### src/rtl/tri_raster_scan.sv
// Raster-scan sequencer for the point-in-triangle tester.
// It walks the clipped vertex bounding box, issues each point to the tester and streams out the inside pixels.
module tri_raster_scan #(
   parameter int CW       = 11,
   parameter int XMAX     = 799,
   parameter int YMAX     = 599,
   parameter int TEST_LAT = 1
) (
   input  logic          CLOCK_50,
   input  logic          RESET_N,
   input  logic          start,
   input  logic [CW-1:0] p1x,
   input  logic [CW-1:0] p1y,
   input  logic [CW-1:0] p2x,
   input  logic [CW-1:0] p2y,
   input  logic [CW-1:0] p3x,
   input  logic [CW-1:0] p3y,
   output logic          busy,
   output logic          done,
   output logic [CW-1:0] test_px,
   output logic [CW-1:0] test_py,
   input  logic          test_in,
   output logic          pix_valid,
   input  logic          pix_ready,
   output logic [CW-1:0] pix_x,
   output logic [CW-1:0] pix_y,
   output logic [19:0]   pix_count
);

   // state | meaning
   // IDLE  | waiting for start; vertices latched when it arrives
   // SETUP | bounding box computed and clipped; empty box skips to DONE
   // ISSUE | candidate point presented to the tester
   // WAIT  | tester latency; inside flag sampled in the last cycle
   // EMIT  | inside pixel held on the stream until accepted
   // DONE  | one-cycle completion pulse

   typedef enum logic [2:0] {IDLE, SETUP, ISSUE, WAIT, EMIT, DONE} state_t;

   localparam int            LW       = (TEST_LAT < 2) ? 1 : $clog2(TEST_LAT + 1);
   localparam logic [LW-1:0] LAT_INIT = LW'(TEST_LAT);
   localparam logic [LW-1:0] LAT_ONE  = LW'(1);
   localparam logic [CW-1:0] XMAX_C   = CW'(XMAX);
   localparam logic [CW-1:0] YMAX_C   = CW'(YMAX);

   state_t        state, state_nxt;
   logic [CW-1:0] vx [3];
   logic [CW-1:0] vy [3];
   logic [CW-1:0] xmin, xmax, ymin, ymax;
   logic [CW-1:0] bb_xmin, bb_xmax, bb_ymin, bb_ymax, bb_xraw, bb_yraw;
   logic [CW-1:0] cx, cy, cx_nxt, cy_nxt;
   logic [LW-1:0] lat_cnt, lat_nxt;
   logic          latch_v, advance, emit_load, count_inc;

   function automatic logic [CW-1:0] min3(input logic [CW-1:0] a, b, c);
      logic [CW-1:0] m;
      m = (a < b) ? a : b;
      return (c < m) ? c : m;
   endfunction

   function automatic logic [CW-1:0] max3(input logic [CW-1:0] a, b, c);
      logic [CW-1:0] m;
      m = (a > b) ? a : b;
      return (c > m) ? c : m;
   endfunction

   always_comb begin
      bb_xmin = min3(vx[0], vx[1], vx[2]);
      bb_ymin = min3(vy[0], vy[1], vy[2]);
      bb_xraw = max3(vx[0], vx[1], vx[2]);
      bb_yraw = max3(vy[0], vy[1], vy[2]);
      bb_xmax = (bb_xraw > XMAX_C) ? XMAX_C : bb_xraw;
      bb_ymax = (bb_yraw > YMAX_C) ? YMAX_C : bb_yraw;
   end

   always_comb begin
      state_nxt = state;
      cx_nxt    = cx;
      cy_nxt    = cy;
      lat_nxt   = lat_cnt;
      latch_v   = 1'b0;
      advance   = 1'b0;
      emit_load = 1'b0;
      count_inc = 1'b0;
      case (state)
         IDLE: begin
            if (start) begin
               latch_v   = 1'b1;
               state_nxt = SETUP;
            end
         end
         SETUP: begin
            if ((bb_xmin > bb_xmax) || (bb_ymin > bb_ymax)) begin
               state_nxt = DONE;
            end else begin
               cx_nxt    = bb_xmin;
               cy_nxt    = bb_ymin;
               state_nxt = ISSUE;
            end
         end
         ISSUE: begin
            lat_nxt   = LAT_INIT;
            state_nxt = WAIT;
         end
         WAIT: begin
            if (lat_cnt == LAT_ONE) begin
               if (test_in) begin
                  emit_load = 1'b1;
                  state_nxt = EMIT;
               end else begin
                  advance = 1'b1;
               end
            end else begin
               lat_nxt = lat_cnt - LAT_ONE;
            end
         end
         EMIT: begin
            if (pix_ready) begin
               count_inc = 1'b1;
               advance   = 1'b1;
            end
         end
         DONE:    state_nxt = IDLE;
         default: state_nxt = IDLE;
      endcase
      // Raster step; cx/cy only ever move up to the clipped box edge, so no wrap.
      if (advance) begin
         if (cx < xmax) begin
            cx_nxt    = cx + 1'b1;
            state_nxt = ISSUE;
         end else if (cy < ymax) begin
            cx_nxt    = xmin;
            cy_nxt    = cy + 1'b1;
            state_nxt = ISSUE;
         end else begin
            state_nxt = DONE;
         end
      end
   end

   always_ff @(posedge CLOCK_50 or negedge RESET_N) begin
      if (!RESET_N) begin
         state     <= IDLE;
         for (int i = 0; i < 3; i++) begin
            vx[i] <= '0;
            vy[i] <= '0;
         end
         xmin      <= '0;
         xmax      <= '0;
         ymin      <= '0;
         ymax      <= '0;
         cx        <= '0;
         cy        <= '0;
         lat_cnt   <= '0;
         test_px   <= '0;
         test_py   <= '0;
         pix_valid <= 1'b0;
         pix_x     <= '0;
         pix_y     <= '0;
         pix_count <= '0;
      end else begin
         state   <= state_nxt;
         cx      <= cx_nxt;
         cy      <= cy_nxt;
         lat_cnt <= lat_nxt;
         if (latch_v) begin
            vx[0]     <= p1x;
            vx[1]     <= p2x;
            vx[2]     <= p3x;
            vy[0]     <= p1y;
            vy[1]     <= p2y;
            vy[2]     <= p3y;
            pix_count <= '0;
         end
         if (state == SETUP) begin
            xmin <= bb_xmin;
            xmax <= bb_xmax;
            ymin <= bb_ymin;
            ymax <= bb_ymax;
         end
         // Tester inputs change only on entry to ISSUE and stay put through WAIT/EMIT.
         if (state_nxt == ISSUE) begin
            test_px <= cx_nxt;
            test_py <= cy_nxt;
         end
         if (emit_load) begin
            pix_valid <= 1'b1;
            pix_x     <= cx;
            pix_y     <= cy;
         end else if (count_inc) begin
            pix_valid <= 1'b0;
            if (pix_count != '1) pix_count <= pix_count + 1'b1;
         end
      end
   end

   assign busy = (state == SETUP) || (state == ISSUE) || (state == WAIT) || (state == EMIT);
   assign done = (state == DONE);

endmodule

### config.mk
export PLATFORM = sky130hd
export DESIGN_NAME = tri_raster_scan
export DESIGN_NICKNAME = d
export VERILOG_FILES = /design/src/rtl/tri_raster_scan.sv
export SDC_FILE = /design/constraint.sdc
export NUM_CORES = 1
export LEC_CHECK = 0
export BUFFER_PORTS_ARGS = -buffer_cell sky130_fd_sc_hd__buf_2
export CORE_MARGIN = 1.5
export CORE_UTILIZATION = 60
export DETAILED_ROUTE_END_ITERATION = 10
export PLACE_DENSITY = 0.82
export SETUP_SLACK_MARGIN = 0.2
export SLEW_MARGIN = 10
export SYNTH_ARGS = -nofsm -noshare
export SYNTH_HDL_FRONTEND = slang
export SYNTH_SLANG_ARGS = --single-unit
### constraint.sdc
create_clock -name CLOCK_50 -period 8.2 [get_ports CLOCK_50]
set_input_delay 0.41 -clock CLOCK_50 [delete_from_list [all_inputs] [get_ports CLOCK_50]]
set_output_delay 0.41 -clock CLOCK_50 [all_outputs]
set_load 0.02 [all_outputs]
======== Yosys cells after proc, flatten, opt, wreduce, memory -nomap -nowiden ========
Cells that the tools add are included.
storage, ports and cells
  flip-flop bits (word level) ............. 190
  logic and storage cells ................. 97
  output and inout bits ................... 67
cells by class
  $add $sub $neg .......................... 4
  multiplexer cells ....................... 46
  order comparisons ....................... 14
  reduce and logical (&&, ||, !) cells .... 7
  eq/ne operators ......................... 7
operators with widths
  operator               number
  $mux 11                20
  $mux 20                4
  $gt 11x11->1           6
  $lt 11x11->1           6
  $add 11x1->11 const B  2
  $gt 11x10->1 const B   2
  $mux 3                 7
  $add 20x1->20 const B  1
  $ne 20x20->1 const B   1
  $pmux 3 s5             1
  $mux 1                 12
  $eq 3x2->1 const B     3
  $eq 3x3->1 const B     2
  $logic_or 1x1->1       4
  $pmux 1 s2             2
  $reduce_bool 2->1      2
  $eq 3x1->1 const B     1
  $logic_not 3->1        1
  $sub 1x1->1 const B    1

======== Depth between registers and ports, before layout ========
  depth after elaboration ................. 13
  depth in mapped cells ................... 30

======== Worst setup path before layout ========
Ideal clock, no wire load.
  path kind ............................... reg2reg
  start ................................... register vy[15] (netlist bit)
  end ..................................... register test_py[6]
  period minus slack after synthesis ...... 6092 ps
  data required time ...................... 8112 ps
  slack ................................... 2108 ps
  stages on the path, launching flop included .. 26
  arrival ................................. 6003 ps
  library setup time ...................... 88 ps
  buffers on the path ..................... 2
  path through ............................ dfrtp_1 > inv_1 > ha_1 > nand4_1 > a21oi_1 > o21ai_1 > a22oi_1 > buf_2 > mux2_2 > ha_1 > nand2b_1 > a211oi_1 > o41ai_2 > a211oi_1 > nor2_1 > a2111o_1 > a211oi_1 > ha_1 > o211ai_1 > a21oi_1 > o41ai_1 > a31oi_1 > nor3_1 > clkbuf_1 > o211ai_1 > a41oi_1
between the ends
  longest elaborated chain between the ends .. 13
ends and longest elaborated chain
  what                                                                   RTL line  text
  from (decl)                                                            48        logic [CW-1:0] vy [3];
  parallel branches: the longest is 13 deep, another holds $gt 11x11->1  --
  to (signal assigned)                                                   184       test_py <= cy_nxt;
  to (decl)                                                              21        output logic [CW-1:0] test_py,
Parallel ways; which one is timed is not known.
A chain may end at the register's enable or synchronous reset.

======== Final worst setup path ========
  start ................................... register vx[31] (netlist bit)
  end ..................................... register test_py[2]
between the ends
  longest elaborated chain between the ends .. 13
ends and longest elaborated chain
  what                                                                RTL line  text
  from (decl)                                                         47        logic [CW-1:0] vx [3];
  $gt 11x11->1                                                        63        m = (a > b) ? a : b;
  $mux 11                                                             63
  $gt 11x11->1                                                        64        return (c > m) ? c : m;
  $mux 11                                                             64
  $gt 11x10->1                                                        72        bb_xmax = (bb_xraw > XMAX_C) ? XMAX_C : bb_xraw;
  $mux 11                                                             72
  $gt 11x11->1 (*)                                                    93        if ((bb_xmin > bb_xmax) || (bb_ymin > bb_ymax)) begin
  $logic_or 1x1->1 (*)                                                93
  parallel branches: the longest is 5 deep, another holds $pmux 3 s5  --
Every way passes the cells marked *.

==> metrics.md <==
| Metric | Value |
|---|---|
| Hold Startpoint | p1x[5] |
| I/O pins | 138 |
| Max cap viols | 0 |
| Initial antenna violation count | 0 |
| RSZ-0062 raised after global routing | false |
| Final max-slew violation count | 0 |
| Reg clk slew, reported paths | 80 ps |
| H-tree Lvls | 4 |
| Worst EP required | 8530 ps |
| Post CTS Setup Buffer Count | 0 |
| Vias in the first global route | 9,527 |
| DRC | 0 |
| Slowest Stage Delay on Critical Path | 640 ps |
| Tmin final | 7206 ps |
| Arrival @ worst endpoint | 7530 ps |
| Setup CP Type | reg2reg |
| GRT Residual Overflow | 0 |
| Post-synthesis instance total | 1,313 |
| Ant diodes | 0 |
| Total die area | 20,590 sq um |
| Max clock buf depth | 2 |
| Core area | 19,400 sq um |
| Worst R2R Path Depth | 22 |
| Worst path cell trace | ha_1 > nand4_1 > a211oi_2 > a211oi_4 > nor2_4 > mux2i_1 > ha_1 > nand3_1 > a21oi_1 > a2111oi_0 > o21ai_1 > o41a_1 > mux2_4 > nor3_1 > nor3b_1 > ha_1 > a22o_1 > o41ai_1 > a31oi_1 > or3_1 > nand2b_2 > mux2_2 |
| Ys async rst share | 1.000 |
| Vias | 10.36k |
| Final ANT Viol Nets | 0 |
| Hold Vio Cnt, Final | 0 |
| Worst r2r dst | test_py[2] |
| Clock Skew | 11.78 ps |
| Crit. End Element | flop |
| Most frequent CP cell | ha_1 |
| R2R Path Start | vx[31] |
| Post-route setup TNS | 0 ps |
| Clock sink count | 190 |
| #FFs+latches synth | 190 |
| Drt first pass iters | 5 |
| Layout cells sized above 1 | 0.1687 |
| Cell area after layout | 13,410 sq um |
| Sequential area share after synthesis | 0.4016 |
| Crit path max-delay family | simple AND/OR/NAND/NOR gates |
| Synth unique cells | 69 |
| Clock latency on the worst-skew pair | 440 ps |
| Starting Density | 0.6104 |
| R2R setup slack | 990 ps |
| Final setup violation count | 0 |
| Number of port buffers | 137 |
| Die width | 143.5 um |
| Placement Cell Area | 12,820 sq um |
| Maximum fanout along the worst path | 20 |
| Global-route wire length before repair | 48.25 mm |
| Worst Tran Pin Value | 1101 ps |
| Number of DRC markers in iteration 0 | 840 |
| Buf+Inv Stages, Crit Path | 0 |
| Most common cell after layout, fill and taps aside | nand2_1 |
| Type of the worst min-delay path | in2reg |
| Regs by FF count | vx x33, vy x33, pix_count x20 |
| Cell Rows | 51 |
| Critical-path top delay cell | or3_1 |
| Overall routing resource usage | 0.2981 |
| Synth Flop Type | dfrtp_1 |
| Hold path cells | 3 |
| End of the worst hold path | vx[27] |
| CTS buffer count | 17 |
| Status | completed |
| Routed wire length | 30.10 mm |
| Die Ht | 143.5 um |
| F_max | 138.8 MHz |
| Area growth from synthesis to layout | 13.23% |
| Dpl hpwl | 22.43 mm |
| Most frequent cells in the layout | nand2_1 (247), dfrtp_1 (190), buf_2 (136) |
| Worst relative slew slack | 0.2652 |
| Post-route clock period utilization | 0.8788 |
| CTS tree | built |
| Synth Cell Area | 11,840 sq um |
| Wirelength per Cell | 17.53 um |
| Startpoint types | flop |
| Final GP Congestion | 1.006 |
| Via density | 6.033 |
| Synthesis warning total | 0 |
| Largest net degree at the start of global routing | 104 |
| Clock root cell | clkbuf_16 |
| Nets | 1,619 |
| EDFF count, synth | 0 |
| Syn Area/Cell | 9.018 sq um |
worst max-delay path by stage:
| stage | startpoint | to | cells after the start |
|---|---|---|---|
| floorplan | vy[15] | test_py[6] | 25 |
| finish | vx[31] | test_py[2] | 22 |
| CTS | vx[19] | test_py[3] | 24 |
| global placement | vx[19] | test_py[4] | 24 |
| global route | vx[19] | test_py[2] | 24 |
| detailed placement | vx[21] | test_py[4] | 24 |
through the flow:
stage                     cells  hold WS, ps    util  worst slack, ps
after floorplan            1314        114.4       -             2108
after global placement     1684        440.5  0.6609            926.4
after detailed placement   1684        434.7  0.6609            856.5
after CTS                  1717        144.8  0.6910            782.4
after global routing       1717        155.1  0.6911            478.8
final                      1717        151.2  0.6911            994.2
cells by family after synthesis:
family | share of synthesized area
AOI/OAI and AO/OA | 0.1639
xor gates and xnor gates | 0.01405
adders and majority gates | 0.1152
buffers and inverters | 0.04047
DFF | 0.4016
muxes | 0.07809
other | 0.0003167
and+or+nand+nor | 0.1864
worst reg2reg max path, stage by stage, from the launching register on:
cell       delay [ps]
dfrtp_1           440
ha_1              320
nand4_1           170
a211oi_2          330
a211oi_4           90
nor2_4            360
mux2i_1           380
ha_1              310
nand3_1           170
a21oi_1            60
a2111oi_0         460
o21ai_1           190
o41a_1            200
mux2_4            360
nor3_1            470
nor3b_1           130
ha_1              360
a22o_1            240
o41ai_1           320
a31oi_1           220
or3_1             650
nand2b_2          470
mux2_2            390
cells in the mapped netlist (all sizes together) (7+ instances only):
cell / count / area, sq um
a2111oi: 7 / 68.81
a211oi: 16 / 137.6
a21oi: 45 / 225.2
a22oi: 11 / 82.58
a31oi: 11 / 68.82
and2: 8 / 50.05
and3: 13 / 81.33
buf: 9 / 47.55
clkbuf: 42 / 157.7
dfrtp: 190 / 4755
ha: 109 / 1364
inv: 73 / 274.0
mux2: 32 / 364.1
mux2i: 56 / 560.5
nand2: 247 / 927.1
nand2b: 9 / 56.30
nand3: 44 / 220.2
nand3b: 9 / 67.56
nand4: 17 / 106.4
nor2: 88 / 337.8
nor3: 15 / 80.08
nor3b: 9 / 67.56
o211ai: 22 / 165.2
o21a: 11 / 82.58
o21ai: 104 / 520.5
or2: 8 / 50.05
xnor2: 11 / 96.34
xor2: 8 / 70.07
cell type report:
| class | count | area, sq um |
|---|---|---|
| multi-input combinational | 1000 | 6625 |
| sequential | 190 | 4755 |
| timing repair buffer | 157 | 847.1 |
| inverter | 73 | 274.0 |
| fill | 1633 | 5992 |
| clock inverter | 15 | 148.9 |
| clock buffer | 17 | 425.4 |
| tap | 265 | 331.6 |
metal layers:
metal,global-route usage,routed length [um],part of all wire,vias to the layer above
met5,0,0,0,-
met1,0.4412,14350,0.48,4986
li1,-,-,-,4940
met2,0.4552,13450,0.45,388
met3,0.04565,1808,0.060,45
met4,0.08002,488,0.016,0
what timing repair did:
item | 4_1_cts | 5_1_grt
endpoints found under the setup margin | 0 | 4
hold endpoints to repair | 68 | 0
hold buffers | 1 | 0
gates resized for setup | 0 | 1
Power is left out: the tool's default activity adds up to more than one toggle a clock period on the data nets, which glitch-free logic cannot reach.
